[src/rtl/footies_pkg.sv]
// Shared definitions for the fighting-game core: state and winner encodings,
// counter width, and the freeze decode used by the match sequencer.
package footies_pkg;

  localparam int COUNTER_W = 8;

  localparam logic [2:0] ST_IDLE       = 3'd0;
  localparam logic [2:0] ST_COUNTDOWN  = 3'd1;
  localparam logic [2:0] ST_FIGHT      = 3'd2;
  localparam logic [2:0] ST_HITSTOP    = 3'd3;
  localparam logic [2:0] ST_ROUND_OVER = 3'd4;
  localparam logic [2:0] ST_MATCH_OVER = 3'd5;

  localparam logic [1:0] WIN_NONE = 2'b00;
  localparam logic [1:0] WIN_P1   = 2'b01;
  localparam logic [1:0] WIN_P2   = 2'b10;

  typedef enum logic [2:0] {
    S_IDLE       = ST_IDLE,
    S_COUNTDOWN  = ST_COUNTDOWN,
    S_FIGHT      = ST_FIGHT,
    S_HITSTOP    = ST_HITSTOP,
    S_ROUND_OVER = ST_ROUND_OVER,
    S_MATCH_OVER = ST_MATCH_OVER
  } state_e;

  // Wait states are exactly the states in which gameplay motion is frozen.
  function automatic logic is_wait_state(input state_e s);
    logic r;
    case (s)
      S_COUNTDOWN, S_HITSTOP, S_ROUND_OVER: r = 1'b1;
      default:                              r = 1'b0;
    endcase
    return r;
  endfunction

endpackage

[src/rtl/frame_timer.sv]
// Tick-driven down-counter shared by all wait states; done_o flags the tick
// that consumes the last remaining frame.
module frame_timer
  import footies_pkg::*;
(
  input  logic                 clk_i,
  input  logic                 reset_i,
  input  logic                 en_i,
  input  logic                 tick_i,
  input  logic                 load_i,
  input  logic [COUNTER_W-1:0] value_i,
  output logic                 done_o
);

  logic [COUNTER_W-1:0] count_q;
  logic [COUNTER_W-1:0] count_d;

  // Counter register.
  always_ff @(posedge clk_i) begin
    if (reset_i) begin
      count_q <= {COUNTER_W{1'b0}};
    end else begin
      count_q <= count_d;
    end
  end

  // A reload wins over a same-cycle tick so a new wait starts from a full count.
  always_comb begin
    count_d = count_q;
    if (load_i) begin
      count_d = value_i;
    end else if (en_i && tick_i && (count_q != {COUNTER_W{1'b0}})) begin
      count_d = count_q - {{(COUNTER_W-1){1'b0}}, 1'b1};
    end else begin
      count_d = count_q;
    end
  end

  assign done_o = en_i & tick_i & (count_q == {{(COUNTER_W-1){1'b0}}, 1'b1});

endmodule

[src/rtl/match_controller.sv]
// Round/match sequencer: gates hits into pulses during FIGHT, applies hit-stop,
// tallies round wins and re-arms health between rounds.
module match_controller
  import footies_pkg::*;
#(
  parameter int unsigned COUNTDOWN_FRAMES = 180,
  parameter int unsigned HITSTOP_FRAMES   = 12,
  parameter int unsigned ROUND_END_FRAMES = 120,
  parameter int unsigned ROUNDS_TO_WIN    = 2
) (
  input  logic       clk,
  input  logic       reset,
  input  logic       tick,
  input  logic       start_btn,
  input  logic       hit1_req,
  input  logic       hit2_req,
  input  logic       game_over1,
  input  logic       game_over2,
  output logic       hit1_lands,
  output logic       hit2_lands,
  output logic       health_reset,
  output logic       freeze,
  output logic [2:0] state,
  output logic [1:0] rounds1,
  output logic [1:0] rounds2,
  output logic [1:0] match_winner
);

  localparam logic [COUNTER_W-1:0] CD_LOAD  = COUNTER_W'(COUNTDOWN_FRAMES);
  localparam logic [COUNTER_W-1:0] HS_LOAD  = COUNTER_W'(HITSTOP_FRAMES);
  localparam logic [COUNTER_W-1:0] RE_LOAD  = COUNTER_W'(ROUND_END_FRAMES);
  localparam logic [1:0]           WIN_CNT  = 2'(ROUNDS_TO_WIN);

  state_e     state_q, state_d;
  logic       hit1_q, hit1_d;
  logic       hit2_q, hit2_d;
  logic       hreset_q, hreset_d;
  logic       freeze_q, freeze_d;
  logic [1:0] rounds1_q, rounds1_d;
  logic [1:0] rounds2_q, rounds2_d;
  logic [1:0] winner_q, winner_d;

  logic                 timer_en_s;
  logic                 timer_load_s;
  logic [COUNTER_W-1:0] timer_val_s;
  logic                 timer_done_s;

  assign timer_en_s = is_wait_state(state_q);

  frame_timer u_timer (
    .clk_i   (clk),
    .reset_i (reset),
    .en_i    (timer_en_s),
    .tick_i  (tick),
    .load_i  (timer_load_s),
    .value_i (timer_val_s),
    .done_o  (timer_done_s)
  );

  // State and output registers; reset clears everything with no pulse.
  always_ff @(posedge clk) begin
    if (reset) begin
      state_q   <= S_IDLE;
      hit1_q    <= 1'b0;
      hit2_q    <= 1'b0;
      hreset_q  <= 1'b0;
      freeze_q  <= 1'b0;
      rounds1_q <= 2'b00;
      rounds2_q <= 2'b00;
      winner_q  <= WIN_NONE;
    end else begin
      state_q   <= state_d;
      hit1_q    <= hit1_d;
      hit2_q    <= hit2_d;
      hreset_q  <= hreset_d;
      freeze_q  <= freeze_d;
      rounds1_q <= rounds1_d;
      rounds2_q <= rounds2_d;
      winner_q  <= winner_d;
    end
  end

  // Next-state and registered-output decode.
  always_comb begin
    state_d      = state_q;
    hit1_d       = 1'b0;
    hit2_d       = 1'b0;
    hreset_d     = 1'b0;
    rounds1_d    = rounds1_q;
    rounds2_d    = rounds2_q;
    winner_d     = winner_q;
    timer_load_s = 1'b0;
    timer_val_s  = {COUNTER_W{1'b0}};
    case (state_q)
      S_IDLE: begin
        if (start_btn) begin
          hreset_d     = 1'b1;
          timer_load_s = 1'b1;
          timer_val_s  = CD_LOAD;
          state_d      = S_COUNTDOWN;
        end else begin
          state_d = S_IDLE;
        end
      end
      S_COUNTDOWN: begin
        if (timer_done_s) begin
          state_d = S_FIGHT;
        end else begin
          state_d = S_COUNTDOWN;
        end
      end
      S_FIGHT: begin
        if (hit1_req || hit2_req) begin
          hit1_d       = hit1_req;
          hit2_d       = hit2_req;
          timer_load_s = 1'b1;
          timer_val_s  = HS_LOAD;
          state_d      = S_HITSTOP;
        end else begin
          state_d = S_FIGHT;
        end
      end
      S_HITSTOP: begin
        if (timer_done_s) begin
          if (game_over1 || game_over2) begin
            // A double KO is a draw and awards nothing.
            if (game_over2 && !game_over1 && (rounds1_q < WIN_CNT)) begin
              rounds1_d = rounds1_q + 2'b01;
            end else if (game_over1 && !game_over2 && (rounds2_q < WIN_CNT)) begin
              rounds2_d = rounds2_q + 2'b01;
            end else begin
              rounds1_d = rounds1_q;
            end
            timer_load_s = 1'b1;
            timer_val_s  = RE_LOAD;
            state_d      = S_ROUND_OVER;
          end else begin
            state_d = S_FIGHT;
          end
        end else begin
          state_d = S_HITSTOP;
        end
      end
      S_ROUND_OVER: begin
        if (timer_done_s) begin
          if (rounds1_q == WIN_CNT) begin
            winner_d = WIN_P1;
            state_d  = S_MATCH_OVER;
          end else if (rounds2_q == WIN_CNT) begin
            winner_d = WIN_P2;
            state_d  = S_MATCH_OVER;
          end else begin
            hreset_d     = 1'b1;
            timer_load_s = 1'b1;
            timer_val_s  = CD_LOAD;
            state_d      = S_COUNTDOWN;
          end
        end else begin
          state_d = S_ROUND_OVER;
        end
      end
      S_MATCH_OVER: begin
        if (start_btn) begin
          rounds1_d    = 2'b00;
          rounds2_d    = 2'b00;
          winner_d     = WIN_NONE;
          hreset_d     = 1'b1;
          timer_load_s = 1'b1;
          timer_val_s  = CD_LOAD;
          state_d      = S_COUNTDOWN;
        end else begin
          state_d = S_MATCH_OVER;
        end
      end
      default: begin
        state_d = S_IDLE;
      end
    endcase
    freeze_d = is_wait_state(state_d);
  end

  assign hit1_lands   = hit1_q;
  assign hit2_lands   = hit2_q;
  assign health_reset = hreset_q;
  assign freeze       = freeze_q;
  assign state        = state_q;
  assign rounds1      = rounds1_q;
  assign rounds2      = rounds2_q;
  assign match_winner = winner_q;

endmodule

[config.mk]
export PLATFORM = sky130hd
export DESIGN_NAME = match_controller
export DESIGN_NICKNAME = d
export VERILOG_FILES = /design/src/rtl/footies_pkg.sv /design/src/rtl/frame_timer.sv /design/src/rtl/match_controller.sv
export SDC_FILE = /design/constraint.sdc
export NUM_CORES = 1
export LEC_CHECK = 0
export CAP_MARGIN = 20
export CORE_MARGIN = 4
export CORE_UTILIZATION = 52
export CTS_CLUSTER_DIAMETER = 100
export DETAILED_ROUTE_END_ITERATION = 7
export PLACE_DENSITY_LB_ADDON = 0.15
export SYNTH_ARGS = -nofsm -noshare
export SYNTH_HDL_FRONTEND = slang
export SYNTH_HIERARCHICAL = 1
export SYNTH_SLANG_ARGS = --single-unit
[constraint.sdc]
create_clock -name clk -period 3.3 [get_ports clk]
set_input_delay 0.33 -clock clk [delete_from_list [all_inputs] [get_ports clk]]
set_output_delay 0.33 -clock clk [all_outputs]
set_load 0.01 [all_outputs]
==> results.md <==
- EDFF count, synth: 0
- Post-route clock skew: between 0.0015 and 0.002 ns
- Crit path launch type: flip-flop
- GRT Total Usage: roughly 20%
- I/O Buffers: 20
- Period utilization: around 87%
- Post-synthesis cell area: about 0.0013 mm²
- Vias per inst: slightly below 6
- Status: finished, final reports clean
- Routed vias: ~1,200
- Final setup margin: between 0.4 and 0.5 ns
- Syn_area_per_cell: around 8.3 µm²
- Initial Util: a little under three fifths
- Slew Limit Fails: 0
- Critical path's most frequent cell: o21ai_0
- Num ports: 21
- Simple-Gate Fraction of Synth Area: 30.9%
- Slew @ Worst Pin: slightly above 0.8 ns
- DIE AREA: between 0.003 and 0.004 mm²
- # setup viols final: 0
- Longest Clk Path Bufs: 2
- DRT antenna net count: 0
- Layout cells sized above 1: slightly below 10%
- Unrepaired setup endpoints after global routing: no
- GP Congestion: 0.864
- Post-synthesis adder-cell area fraction: 3.85%
- Post-CTS setup buffer count: 0
- Fill count: about 210
- Fin crit period: 2.86 ns
- # clock sinks: 21
- Fmax: between 300 and 400 MHz
- TritonCTS clock tree: yes
- Sequential cell area: 420 µm²
- Crit path max fanout: 14
- Die Ht: around 58 µm
- Syn-to-layout area delta: 19.1%
- Critical path data required time: between 3 and 4 ns
- Leakage: ~0.0006 µW
- Cts repair resizes: 0
- Largest net degree at the start of global routing: 24
- Root Buffer: clkbuf_4
- Worst Hold Class: flip-flop to flip-flop
- CP max stage delay: around 0.44 ns
- Footprint of the multi-input gates: between 700 and 800 µm²
- Initial antenna violation count: 0
- Num CTS Buffers: 3
- GRT overflow: 0
- CP Buf/Inv Count: 1
- Max Cap Viol: 0
- Post-layout net count: 190
- Crit path max-delay family: simple AND/OR/NAND/NOR gates
- Final wirelength: between 2 and 3 mm
- Max_slew headroom: between 40% and 50%
- CP Capture Type: flip-flop
- Initial drt markers: 53
- Skew-Pair Late Insertion Delay: 0.30 ns
- Clock-pin slew on the worst setup and hold paths: 0.11 ns
- Pre-CTS setup slack: between 0.4 and 0.5 ns
- Row count: 17
- Asr flop ratio synth: 0%
- DP Wirelength: ~2.2 mm
- Synth Instances: about 160
- Complex-gate fraction of the synthesized area: 19.9%
- Mux contribution to synthesized area: 3.08%
- Flops & latches, synth: 21
- Final hold violation count: 0
- Top FF cell, synth: dfxtp_1
- Critical path class: flip-flop to flip-flop
- DRC: 0
- Crit path cell chain: nor2b_1, nand2_1, o21ai_0, and2_1, and4_2, nor4bb_1, o21ai_0, a21o_1, nand3_1, buf_4, or2_2, o32a_1, o31ai_1
- # diodes: 0
- P per Cell Area: roughly 340 mW/mm²
- Largest family of logic cells by synthesized area: simple AND/OR/NAND/NOR gates
- H-Tree Level Count: 1
- First-pass GRT wire length: about 5.3 mm
- Setup TNS: 0 ns
- Synthesis Warnings: 6
- VDD IR max: between 200 and 300 µV
- Netlist cell types: 54
- Vias in the first global route: about 1,200
- Crit-path slowest cell: dfxtp_1
- Seq/Total Area, Yosys: roughly a third
- Die X: roughly 58 µm
- Core Area: 0.00230 mm²
- Hold Buf Count CTS: 0
- Pre-antenna DRT Iters: 4
- Synth Area in XOR/XNOR: ~2.7%
- DR WL/cell: around 15 µm
- Worst path arrival time: approximately 3.1 ns
-- placed cells by master (no fill, tap or decap), types with 4 or more instances in the layout --
cell type	n
a211oi_1	5
dfxtp_1	21
nand2_1	14
clkdlybuf4s50_1	20
o21ai_0	4
inv_1	10
a21oi_1	5
nand3_1	5
mux2i_1	4
ha_1	4
nor3_1	4
buf_4	4
nor2_1	14
-- where the power goes --
group | leakage [µW] | total, µW | internal [µW] | switching [µW]
clock network | 0.0000150 | 122 | 47.1 | 74.8
logic | 0.000400 | 123 | 55.8 | 67.6
registers | 0.000171 | 278 | 265 | 12.8
-- stage by stage --
| step | area [µm²] | instances | total power [µW] | util [%] | hold slack (ns) |
|---|---|---|---|---|---|
| detailed placement | 1520 | 201 | 405 | 66.2 | 0.469 |
| CTS | 1550 | 205 | 528 | 67.3 | 0.489 |
| global placement | 1520 | 201 | 403 | 66.2 | 0.459 |
| finish | 1550 | 205 | 523 | 67.3 | 0.483 |
| global route | 1550 | 205 | 557 | 67.3 | 0.518 |
| floorplan | 1300 | 158 | 367 | - | 0.476 |
-- sequential cells by signal, indices dropped and copies added (netlist names) --
name / cells
health_reset: 1
u_timer/count_q: 8
rounds2: 2
hit1_lands: 1
rounds1: 2
state: 3
freeze: 1
match_winner: 2
hit2_lands: 1
-- final cells by class --
class	count	area share (%)
Clock buffer	4	1.70
Inverter	11	2.67
Multi-Input combinational cell	117	51.3
Sequential cell	21	27.2
Tap cell	28	2.27
Timing Repair Buffer	24	14.9
-- synthesized netlist by cell type (2+ instances only) --
cell      instances  share of area, %
nor2_1           14               4.0
a211o_1           2               1.3
dfxtp_1          21                32
nor2b_1           3               1.4
inv_1            10               2.9
xnor2_1           3               2.0
or3_1             3               1.4
nand2b_1          3               1.4
a211oi_1          5               2.9
mux2i_1           4               3.1
clkbuf_1          3              0.87
o21ai_1           3               1.2
or4_1             2               1.2
and3_1            3               1.4
a32o_1            2               1.5
nor4_1            2              0.96
buf_2             4               1.5
o21ai_0           4               1.5
o32ai_1           2               1.3
nor3_1            4               1.5
nand3_1           5               1.9
ha_1              4               3.9
and2_1            3               1.4
a21oi_1           5               1.9
nand2_1          14               4.0
-- layer usage --
metal	GRT usage [%]	share of wire [%]	wire [µm]
met5	0	0	0
met4	4.97	0.47	14
met3	4.90	6.1	181
met2	33.1	47	1410
met1	26.7	46	1370
-- logic make-up after synthesis --
kind of cell             count (synthesis)
AO/OA/AOI/OAI                           34
adder cells (fa/ha/maj)                  4
flip-flops                              21
multiplexers                             4
XOR/XNOR                                 4
other                                    1
AND/OR/NAND/NOR                         69
buffers and inverters                   20
-- tightest hold or removal path, cell delays in order (launching register included) --
cell	delay [ns]
dfxtp_1	0.32
o21ai_0	0.06
a21oi_1	0.06
-- path summary, 6_finish.rpt --
| path | startpoint | end | slack (ns) | depth (start not counted) |
|---|---|---|---|---|
| min reg2reg | match_winner[0] | match_winner[0] | 0.48 | 2 |
| max reg2reg | state[2] | u_timer/count_q[7] | 0.44 | 13 |
| max | state[2] | u_timer/count_q[7] | 0.44 | 13 |
| min | match_winner[0] | match_winner[0] | 0.48 | 2 |
No activity file was read; power rests on OpenSTA's default activity.
